==> config.mk <==
export PLATFORM = sky130hd
export DESIGN_NAME = timer_scheduler
export DESIGN_NICKNAME = d
export VERILOG_FILES = /design/src/rtl/timer_scheduler_pkg.sv /design/src/rtl/timer_scheduler_period_counter.sv /design/src/rtl/timer_scheduler.sv
export SDC_FILE = /design/constraint.sdc
export NUM_CORES = 1
export LEC_CHECK = 0
export BUFFER_PORTS_ARGS = -buffer_cell sky130_fd_sc_hd__buf_2
export CORE_UTILIZATION = 35
export CTS_CLUSTER_DIAMETER = 50
export DETAILED_ROUTE_END_ITERATION = 16
export PLACE_DENSITY = 0.54
export SLEW_MARGIN = 20
export SYNTH_ARGS = -nofsm -noshare
export SYNTH_HDL_FRONTEND = slang
export SYNTH_SLANG_ARGS = --single-unit
==> constraint.sdc <==
create_clock -name CLOCK -period 4.5 [get_ports CLOCK]
set_clock_uncertainty 0.2 [all_clocks]
set_input_delay 0.9 -clock CLOCK [delete_from_list [all_inputs] [get_ports CLOCK]]
set_output_delay 0.9 -clock CLOCK [all_outputs]
set_load 0.005 [all_outputs]
==> src/rtl/timer_scheduler_pkg.sv <==
// Shared definitions for the timer scheduler: state encoding and default counter widths.
package timer_scheduler_pkg;

    localparam int TIMER_CW = 32;
    localparam int TIMER_RW = 16;

    typedef enum logic [1:0] {
        ST_IDLE   = 2'd0,
        ST_RUN    = 2'd1,
        ST_HOLD   = 2'd2,
        ST_FINISH = 2'd3
    } state_t;

endpackage

==> src/rtl/timer_scheduler_period_counter.sv <==
// Period counter: counts enabled cycles and flags the last cycle of each period.
// A programmed period of zero behaves as a period of one.
module period_counter
    import timer_scheduler_pkg::*;
#(
    parameter int CW = TIMER_CW
) (
    input  logic          clock,
    input  logic          reset,
    input  logic          enable,
    input  logic          clear,
    input  logic [CW-1:0] period,
    output logic          tc
);

    localparam logic [CW-1:0] CNT_ONE = {{(CW-1){1'b0}}, 1'b1};

    logic [CW-1:0] count_r;
    logic [CW-1:0] last_s;

    // Terminal count value for the current period
    always_comb begin
        if (period == {CW{1'b0}}) begin
            last_s = {CW{1'b0}};
        end else begin
            last_s = period - CNT_ONE;
        end
    end

    assign tc = (count_r == last_s);

    // Count register: wraps to zero on the enabled terminal cycle
    always_ff @(posedge clock) begin
        if (reset) begin
            count_r <= {CW{1'b0}};
        end else if (clear) begin
            count_r <= {CW{1'b0}};
        end else if (enable) begin
            if (tc) begin
                count_r <= {CW{1'b0}};
            end else begin
                count_r <= count_r + CNT_ONE;
            end
        end else begin
            count_r <= count_r;
        end
    end

endmodule

==> src/rtl/timer_scheduler.sv <==
// Periodic tick scheduler: issues REPEAT ticks spaced PERIOD cycles apart (or runs
// continuously), with pause/stop control, a done pulse and a sticky completion IRQ.
module timer_scheduler
    import timer_scheduler_pkg::*;
#(
    parameter int CW = TIMER_CW,
    parameter int RW = TIMER_RW
) (
    input  logic          CLOCK,
    input  logic          RESET,
    input  logic          START,
    input  logic          STOP,
    input  logic          PAUSE,
    input  logic [CW-1:0] PERIOD,
    input  logic [RW-1:0] REPEAT,
    input  logic          IRQ_ACK,
    output logic          TICK,
    output logic          BUSY,
    output logic          DONE,
    output logic          IRQ,
    output logic [RW-1:0] TICK_COUNT
);

    localparam logic [RW-1:0] RPT_ONE = {{(RW-1){1'b0}}, 1'b1};

    state_t        state_r;
    state_t        state_nxt_s;
    logic [CW-1:0] period_r;
    logic [RW-1:0] repeat_r;
    logic [RW-1:0] tick_count_r;
    logic          irq_r;

    logic          tc_s;
    logic          cnt_en_s;
    logic          cnt_clr_s;
    logic          start_acc_s;
    logic          tick_s;
    logic          busy_s;
    logic          done_s;
    logic          last_tick_s;

    period_counter #(
        .CW(CW)
    ) u_period_counter (
        .clock  (CLOCK),
        .reset  (RESET),
        .enable (cnt_en_s),
        .clear  (cnt_clr_s),
        .period (period_r),
        .tc     (tc_s)
    );

    assign last_tick_s = (repeat_r != {RW{1'b0}}) && (tick_count_r == (repeat_r - RPT_ONE));

    // Next state and per-cycle controls; STOP outranks PAUSE, PAUSE defers a due tick
    always_comb begin
        state_nxt_s = state_r;
        start_acc_s = 1'b0;
        cnt_clr_s   = 1'b0;
        cnt_en_s    = 1'b0;
        tick_s      = 1'b0;
        busy_s      = 1'b0;
        done_s      = 1'b0;
        case (state_r)
            ST_IDLE: begin
                if (START) begin
                    start_acc_s = 1'b1;
                    cnt_clr_s   = 1'b1;
                    state_nxt_s = ST_RUN;
                end else begin
                    state_nxt_s = ST_IDLE;
                end
            end
            ST_RUN: begin
                busy_s   = 1'b1;
                cnt_en_s = !PAUSE || STOP;
                tick_s   = tc_s && (!PAUSE || STOP);
                if (STOP) begin
                    state_nxt_s = ST_IDLE;
                end else if (PAUSE) begin
                    state_nxt_s = ST_HOLD;
                end else if (tick_s && last_tick_s) begin
                    state_nxt_s = ST_FINISH;
                end else begin
                    state_nxt_s = ST_RUN;
                end
            end
            ST_HOLD: begin
                busy_s = 1'b1;
                // The resume cycle advances the count but never past the tick point
                cnt_en_s = !PAUSE && !tc_s;
                if (STOP) begin
                    state_nxt_s = ST_IDLE;
                end else if (!PAUSE) begin
                    state_nxt_s = ST_RUN;
                end else begin
                    state_nxt_s = ST_HOLD;
                end
            end
            ST_FINISH: begin
                done_s      = 1'b1;
                state_nxt_s = ST_IDLE;
            end
            default: begin
                state_nxt_s = ST_IDLE;
            end
        endcase
    end

    // State register
    always_ff @(posedge CLOCK) begin
        if (RESET) begin
            state_r <= ST_IDLE;
        end else begin
            state_r <= state_nxt_s;
        end
    end

    // Run parameters latched at an accepted START; tick counter survives into IDLE
    always_ff @(posedge CLOCK) begin
        if (RESET) begin
            period_r     <= {CW{1'b0}};
            repeat_r     <= {RW{1'b0}};
            tick_count_r <= {RW{1'b0}};
        end else if (start_acc_s) begin
            period_r     <= PERIOD;
            repeat_r     <= REPEAT;
            tick_count_r <= {RW{1'b0}};
        end else if (tick_s) begin
            period_r     <= period_r;
            repeat_r     <= repeat_r;
            tick_count_r <= tick_count_r + RPT_ONE;
        end else begin
            period_r     <= period_r;
            repeat_r     <= repeat_r;
            tick_count_r <= tick_count_r;
        end
    end

    // Sticky completion flag; a set in the FINISH cycle beats a simultaneous ack
    always_ff @(posedge CLOCK) begin
        if (RESET) begin
            irq_r <= 1'b0;
        end else if (state_r == ST_FINISH) begin
            irq_r <= 1'b1;
        end else if (IRQ_ACK) begin
            irq_r <= 1'b0;
        end else begin
            irq_r <= irq_r;
        end
    end

    assign TICK       = tick_s;
    assign BUSY       = busy_s;
    assign DONE       = done_s;
    assign IRQ        = irq_r;
    assign TICK_COUNT = tick_count_r;

endmodule

==> results.toml, run 1 <==
[detailed_routing]
postRouteWirelength_mm = 19.86
ant_nets = 0
drt-vias-per-instance = 5.603
drc_errors = 0
dr_total_vias = 6763
post_drt_wl_per_cell_um = 16.45
drt-initial-drc-count = 378
drt_first_pass_iters = 7

[worst_setup_path]
cp-start-kind = "flop"
type_of_destination_of_the_critical_path = "primary output"
crit_slowest_cell = "sky130_fd_sc_hd__or4_4"
r2r-end = "u_period_counter.count_r[19]$_SDFFE_PP0P_"
chain_of_cells_forming_the_critical_path = "inv_4, ha_4, or3b_4, or4_4, buf_6, or3_4, a211o_1, o21ai_0, nand2_1, nor3b_4, nand4_4, inv_2, buf_2"
cp.required_ns = 3.40
crit_type = "flop to primary output"
critical_path_max_stage_delay_ns = 0.60
rr_worst_depth = 16
crit-reg2reg-launch = "period_r[0]$_SDFFE_PP0P_"
critPathMaxFanout = 6
crit_arrival_ns = 3.58
worst-r2r-setup-slack_ns = 0.16

[run]
drv_cap = 0

[grt]
initial_antenna_violation_count = 0
grt_pass1_wl_mm = 32.52
grt-ovfl-total = 0
groute.usage.overall = 0.2098
grt_pass1_vias = 6280
largest_net_degree_at_the_start_of_global_routing = 52

[clock_network]
cts.clk_slew.worst_paths_ns = 0.08
cts.path.max_buffers = 2
cts_tree = "yes"
cts_htree_levels = 3
worstSkewPairLatency_ns = 0.36
tritoncts.num_buffers = 9
root_buffer = "sky130_fd_sc_hd__clkbuf_16"
post_cts_hold_buffer_count = 0
cts_sinks = 99

[die]
placement_rows = 49
floorplan.initialDensity = 0.3609
io_pins = 74
fp.dieH_um = 139.0
core_area_um2 = 18210
die_area_um2 = 19330
die_width_um = 139.0

[final_layout]
fraction_of_final_layout_cells_with_drive_strength_greater_than_1 = 0.1994
design_area_um2 = 7961
nets = 1036
final_cell_mix = "sky130_fd_sc_hd__nand2_1, sky130_fd_sc_hd__a21oi_1, sky130_fd_sc_hd__dfxtp_1"
antennaDiodeCount = 0
layout_commonest_cell = "sky130_fd_sc_hd__nand2_1"
areaGrowthSynthToFinish_pct = 21.15

[power_and_ir_drop]
power_density_nw_per_um2 = 297.9
leakagePower_nw = 2.975
ir_worst_vdd_mv = 0.2219

[placed_design]
routabilityCongestion = 0.8962
placement.setup.worst_slack_ns = 0.05111
detailed_place.area_um2 = 7356
port_buffers = 73
dpl.hpwl_mm = 14.60

[synthesis]
yosys_register_bits = 99
syn_avg_cell_area_um2 = 7.467
sequential_cell_area_fraction_in_the_yosys_report = 0.3016
syn-cell-area_um2 = 6571
synth_fp_nets = 943
number_of_synthesis_warnings = 0
synth_top_flop_cell = "sky130_fd_sc_hd__dfxtp_1"
synth.distinct_cells = 70
synthArstFlopShare = 0
netlist_instances = 880
synth_edf_count = 0

[sta]
period_share = 1.039
maxSlewHeadroom = 0.3806
postLayoutSetupSlackWorst_ns = -0.1774
achievable-frequency_mhz = 213.8
report.final.hold_viol_count = 0
setup_violations = 1
final.min_clock_period_ns = 4.677
final-max-slew-violation-count = 0
max_slew.worst_pin.slew_ns = 0.9292
fin_tns_setup_ns = -0.1774
grt_setup_unrepaired = "true"

[worst_hold_path]
hold_path_class = "flop to flop"
source_of_the_worst_hold_timing_path = "repeat_r[15]$_SDFFE_PP0P_"
timing.hold.worst_path_depth = 2
hold-path-endpoint = "repeat_r[15]$_SDFFE_PP0P_"

[status]
outcome = "finished, violations left"
violations = "negative setup slack"
per-stage QoR:
stage               hold WS, ns  std cells  utilization  power [mW]
floorplan                0.2502        880            -       1.309
detailed placement       0.2784       1172       0.4040       1.466
global route             0.3125       1207       0.4372       2.478
CTS                      0.2885       1207       0.4339       2.383
global placement         0.2665       1172       0.4040       1.466
finish                   0.2863       1207       0.4372       2.372
routing by layer:
| layer | vias to the layer above | global-route usage | wire [um] |
|---|---|---|---|
| li1 | 3421 | - | - |
| met1 | 3165 | 0.2650 | 9322 |
| met2 | 149 | 0.3573 | 9274 |
| met3 | 28 | 0.03591 | 806 |
| met4 | 0 | 0.07602 | 457 |
| met5 | - | 0 | 0 |
power breakdown:
group          switching (mW)  leakage (nW)  internal (mW)
clock                   0.367         0.152          0.505
sequential             0.0405         0.808          0.902
combinational           0.309          2.01          0.248
total                   0.717          2.97           1.65
registers in the layout, summed over array words and instances, names as in the netlist:
name                      flops
repeat_r                     16
TICK_COUNT                   16
u_period_counter.count_r     32
period_r                     32
IRQ                           1
state_r                       2
how the worst max path moves through the flow:
stage | from | to | slack (ns) | depth (start not counted)
floorplan | period_r[5]$_SDFFE_PP0P_ | TICK | -0.03 | 12
global placement | period_r[0]$_SDFFE_PP0P_ | TICK | 0.05 | 12
detailed placement | period_r[0]$_SDFFE_PP0P_ | TICK | 0.05 | 12
CTS | period_r[0]$_SDFFE_PP0P_ | TICK | -0.20 | 13
global route | period_r[0]$_SDFFE_PP0P_ | TICK | -0.34 | 13
finish | period_r[0]$_SDFFE_PP0P_ | TICK | -0.18 | 13
logic make-up (layout without fill, tap and decap cells):
family,Yosys count,count (layout),share of synthesized area
buf+inv,67,165,0.04436
mux,9,9,0.01371
compound gates,221,221,0.2060
simple gates,426,426,0.3477
xor+xnor,49,49,0.06950
fa+ha+maj,9,9,0.01714
flops,99,99,0.3016
what timing repair did:
item	CTS	global route
pin swaps	19	19
endpoints found under the setup margin	1	12
buffers inserted	19	3
resized for setup	20	14
Yosys cell counts (all sizes together), types with 5 or more instances:
library cell / n / area share
xor2: 24 / 0.032
nor4b: 5 / 0.0076
nor2b: 5 / 0.0048
ha: 9 / 0.017
xnor2: 23 / 0.031
o31ai: 19 / 0.022
nor3: 25 / 0.020
and2: 8 / 0.0076
and3: 12 / 0.011
nor4: 20 / 0.027
inv: 16 / 0.0091
dfxtp: 99 / 0.30
or2: 5 / 0.0048
nand4: 25 / 0.026
nand3: 33 / 0.025
nor2: 50 / 0.029
a21oi: 96 / 0.073
a211oi: 6 / 0.0069
or3: 38 / 0.036
o21a: 5 / 0.0057
and4: 5 / 0.0067
clkbuf: 37 / 0.021
o41ai: 5 / 0.0067
o21ai: 47 / 0.036
o211ai: 5 / 0.0057
mux2i: 9 / 0.014
nand4b: 5 / 0.0067
or4: 27 / 0.033
nand2: 149 / 0.085
buf: 14 / 0.014
critical path, delay by kind of cell, from the launching register on:
| family | cells | cell delay [ns] |
|---|---|---|
| flip-flops | 1 | 0.36 |
| AND/OR/NAND/NOR | 6 | 1.94 |
| buffers and inverters | 4 | 0.38 |
| adder cells (fa/ha/maj) | 1 | 0.12 |
| AO/OA/AOI/OAI | 2 | 0.42 |
cell type report:
cell class,count,area [um^2]
timing repair buffer,133,864.6
multi-input combinational,714,4431
tap,229,286.5
sequential,99,1991
clock buffer,11,242.7
clock inverter,5,83.83
inverter,16,62.56
fill,1843,10250
Note: power is estimated with default switching activity, not from simulation.
==> run 2, diff against run 1 <==
- CORE_UTILIZATION: 35 -> 39
- PLACE_DENSITY: 0.54 -> 0.59
==> run 2 against run 1 <==
  * The run still ends with negative setup slack left
  * Sequential power is essentially flat
  * Core utilization rose by 4.9 points
  * Critical path type unchanged
  * Via count grew 0.61%
  * Critical endpoint unchanged
  * Die area shrank 10%
  * Non-clock buffer count rose by 11
  * Maximum frequency is 0.72% lower
  * Clock power decreased by 6.1%
  * Sequential cell count is the same
  * Worst hold slack worse by 0.010 ns
  * Wire length decreased by 3.3%
  * Final area grew 0.90%
  * Setup slack got worse by 0.034 ns
==> results.toml, run 2 (synthesized netlist as in run 1, its figures left out) <==
[detailed_routing]
post_drt_wl_per_cell_um = 15.89
drt_first_pass_iters = 5
drc_errors = 0
ant_nets = 0
dr_total_vias = 6804
met2_wirelength_mm = 9.267
top_layer = "met4"
postRouteWirelength_mm = 19.21
routed-wl-met3_um = 769
drt-vias-per-instance = 5.628
drt-initial-drc-count = 395
met1_length_mm = 8.703

[final_layout]
final_cell_mix = "sky130_fd_sc_hd__nand2_1, sky130_fd_sc_hd__dfxtp_1, sky130_fd_sc_hd__a21oi_1"
antennaDiodeCount = 0
fraction_of_final_layout_cells_with_drive_strength_greater_than_1 = 0.2174
final.fill_count = 1692
areaGrowthSynthToFinish_pct = 22.24
nets = 1047
layout_commonest_cell = "sky130_fd_sc_hd__nand2_1"
largestRegisters = "period_r x32, u_period_counter.count_r x32"

[placed_design]
routabilityCongestion = 0.8960
port_buffers = 73
placement.setup.worst_slack_ns = 0.02631
dpl.hpwl_mm = 13.96

[worst_hold_path]
hold-path-endpoint = "period_r[7]$_SDFFE_PP0P_"
timing.hold.worst_path_depth = 2
hold_path_class = "flop to flop"
source_of_the_worst_hold_timing_path = "period_r[7]$_SDFFE_PP0P_"

[die]
fp.dieH_um = 131.8
die_area_um2 = 17370
core_area_um2 = 16520
die_width_um = 131.8
io_pins = 74
floorplan.initialDensity = 0.3977
placement_rows = 47

[clock_network]
worstSkewPairLatency_ns = 0.36
cts_tree = "yes"
post_cts_hold_buffer_count = 0
cts_sinks = 99
cts_htree_levels = 3
cts.clk_slew.worst_paths_ns = 0.07
root_buffer = "sky130_fd_sc_hd__clkbuf_16"
tritoncts.num_buffers = 9
cts.path.max_buffers = 2

[power_and_ir_drop]
power_density_nw_per_um2 = 289.5
switching_share = 0.3143
internal-power_mw = 1.594
ir_worst_vdd_mv = 0.2147
share_comb_of_total_power = 0.243
p_sw_mw = 0.7309
share_seq_of_total_power = 0.405
clockPowerShare = 0.352
leakagePower_nw = 2.998

[sta]
report.final.hold_viol_count = 0
grt_setup_unrepaired = "true"
postLayoutSetupSlackWorst_ns = -0.2112
achievable-frequency_mhz = 212.3
final-max-slew-violation-count = 0
max_slew.worst_pin.slew_ns = 0.9142
setup_violations = 3
fin_tns_setup_ns = -0.2433
maxSlewHeadroom = 0.3906
final.min_clock_period_ns = 4.711
period_share = 1.047

[worst_setup_path]
type_of_destination_of_the_critical_path = "primary output"
crit_type = "flop to primary output"
crit-reg2reg-launch = "period_r[5]$_SDFFE_PP0P_"
r2r-end = "TICK_COUNT[14]$_SDFFE_PP0P_"
crit_arrival_ns = 3.61
critPathMaxFanout = 8
cp-start-kind = "flop"
rr_worst_depth = 15
worst-r2r-setup-slack_ns = -0.02
cp.required_ns = 3.40

[grt]
grt_pass1_vias = 6516
groute.usage.overall = 0.2253
grt-ovfl-total = 0
grt_pass1_wl_mm = 31.79
initial_antenna_violation_count = 0
largest_net_degree_at_the_start_of_global_routing = 53

[run]
drv_cap = 0

[status]
outcome = "finished, violations left"
violations = "negative setup slack"
[run 2: cell count changes in the layout (fill, tap and decap cells not counted), sizes merged]
cell and change:
buf +11, inv +3, clkbuf -2, bufinv -1
[run 2: worst max path at each step]
stage | startpoint | to
floorplan | period_r[5]$_SDFFE_PP0P_ | TICK
global placement | period_r[0]$_SDFFE_PP0P_ | TICK
detailed placement | period_r[0]$_SDFFE_PP0P_ | TICK
CTS | period_r[0]$_SDFFE_PP0P_ | TICK
global route | period_r[5]$_SDFFE_PP0P_ | TICK
finish | period_r[5]$_SDFFE_PP0P_ | TICK
[run 2: layer usage]
layer	GRT usage	vias to the layer above
li1	-	3450
met1	0.2798	3149
met2	0.3883	171
met3	0.03883	34
met4	0.08527	0
met5	0	-
[run 2: through the flow]
stage	instance area, um^2	utilization	cells	hold WS [ns]	power [mW]
after floorplan	6601	-	880	0.2502	1.309
after global placement	7305	0.4420	1161	0.2635	1.458
after detailed placement	7305	0.4420	1161	0.2653	1.459
after CTS	7906	0.4785	1206	0.2755	2.321
after global routing	8033	0.4861	1209	0.2893	2.440
final	8033	0.4861	1209	0.2760	2.325
[run 2: final cells by class]
cell class | count | area (um^2) | area share
Timing Repair Buffer | 144 | 918.4 | 0.1143
Clock buffer | 9 | 225.2 | 0.02804
Tap cell | 220 | 275.3 | 0.03427
Inverter | 16 | 62.56 | 0.007788
Clock inverter | 7 | 82.58 | 0.01028
Multi-Input combinational cell | 714 | 4479 | 0.5576
Sequential cell | 99 | 1989 | 0.2477
[run 2: worst max-delay path, cell delays in order, from the launching register on]
cell and delay, ns:
sky130_fd_sc_hd__dfxtp_2 0.32, sky130_fd_sc_hd__or4_4 0.55, sky130_fd_sc_hd__or4_4 0.64, sky130_fd_sc_hd__or3_1 0.37
sky130_fd_sc_hd__a311o_1 0.35, sky130_fd_sc_hd__nor4b_2 0.38, sky130_fd_sc_hd__nand3_1 0.18, sky130_fd_sc_hd__nor2_4 0.16
sky130_fd_sc_hd__nand4_4 0.13, sky130_fd_sc_hd__inv_2 0.07, sky130_fd_sc_hd__buf_2 0.10
[run 2: what timing repair did]
| action | CTS | global route |
|---|---|---|
| gates resized for setup | 19 | 23 |
| setup buffers | 29 | 4 |
| pin swaps | 12 | 27 |
| setup endpoints to repair | 1 | 24 |
[run 2: power by group through the flow]
stage               combinational (mW)  sequential [mW]  clock, mW
finish                           0.565            0.941      0.819
global route                     0.626            0.945      0.868
detailed placement               0.499            0.960          0
CTS                              0.542            0.940      0.840
floorplan                        0.362            0.947          0
global placement                 0.497            0.960          0
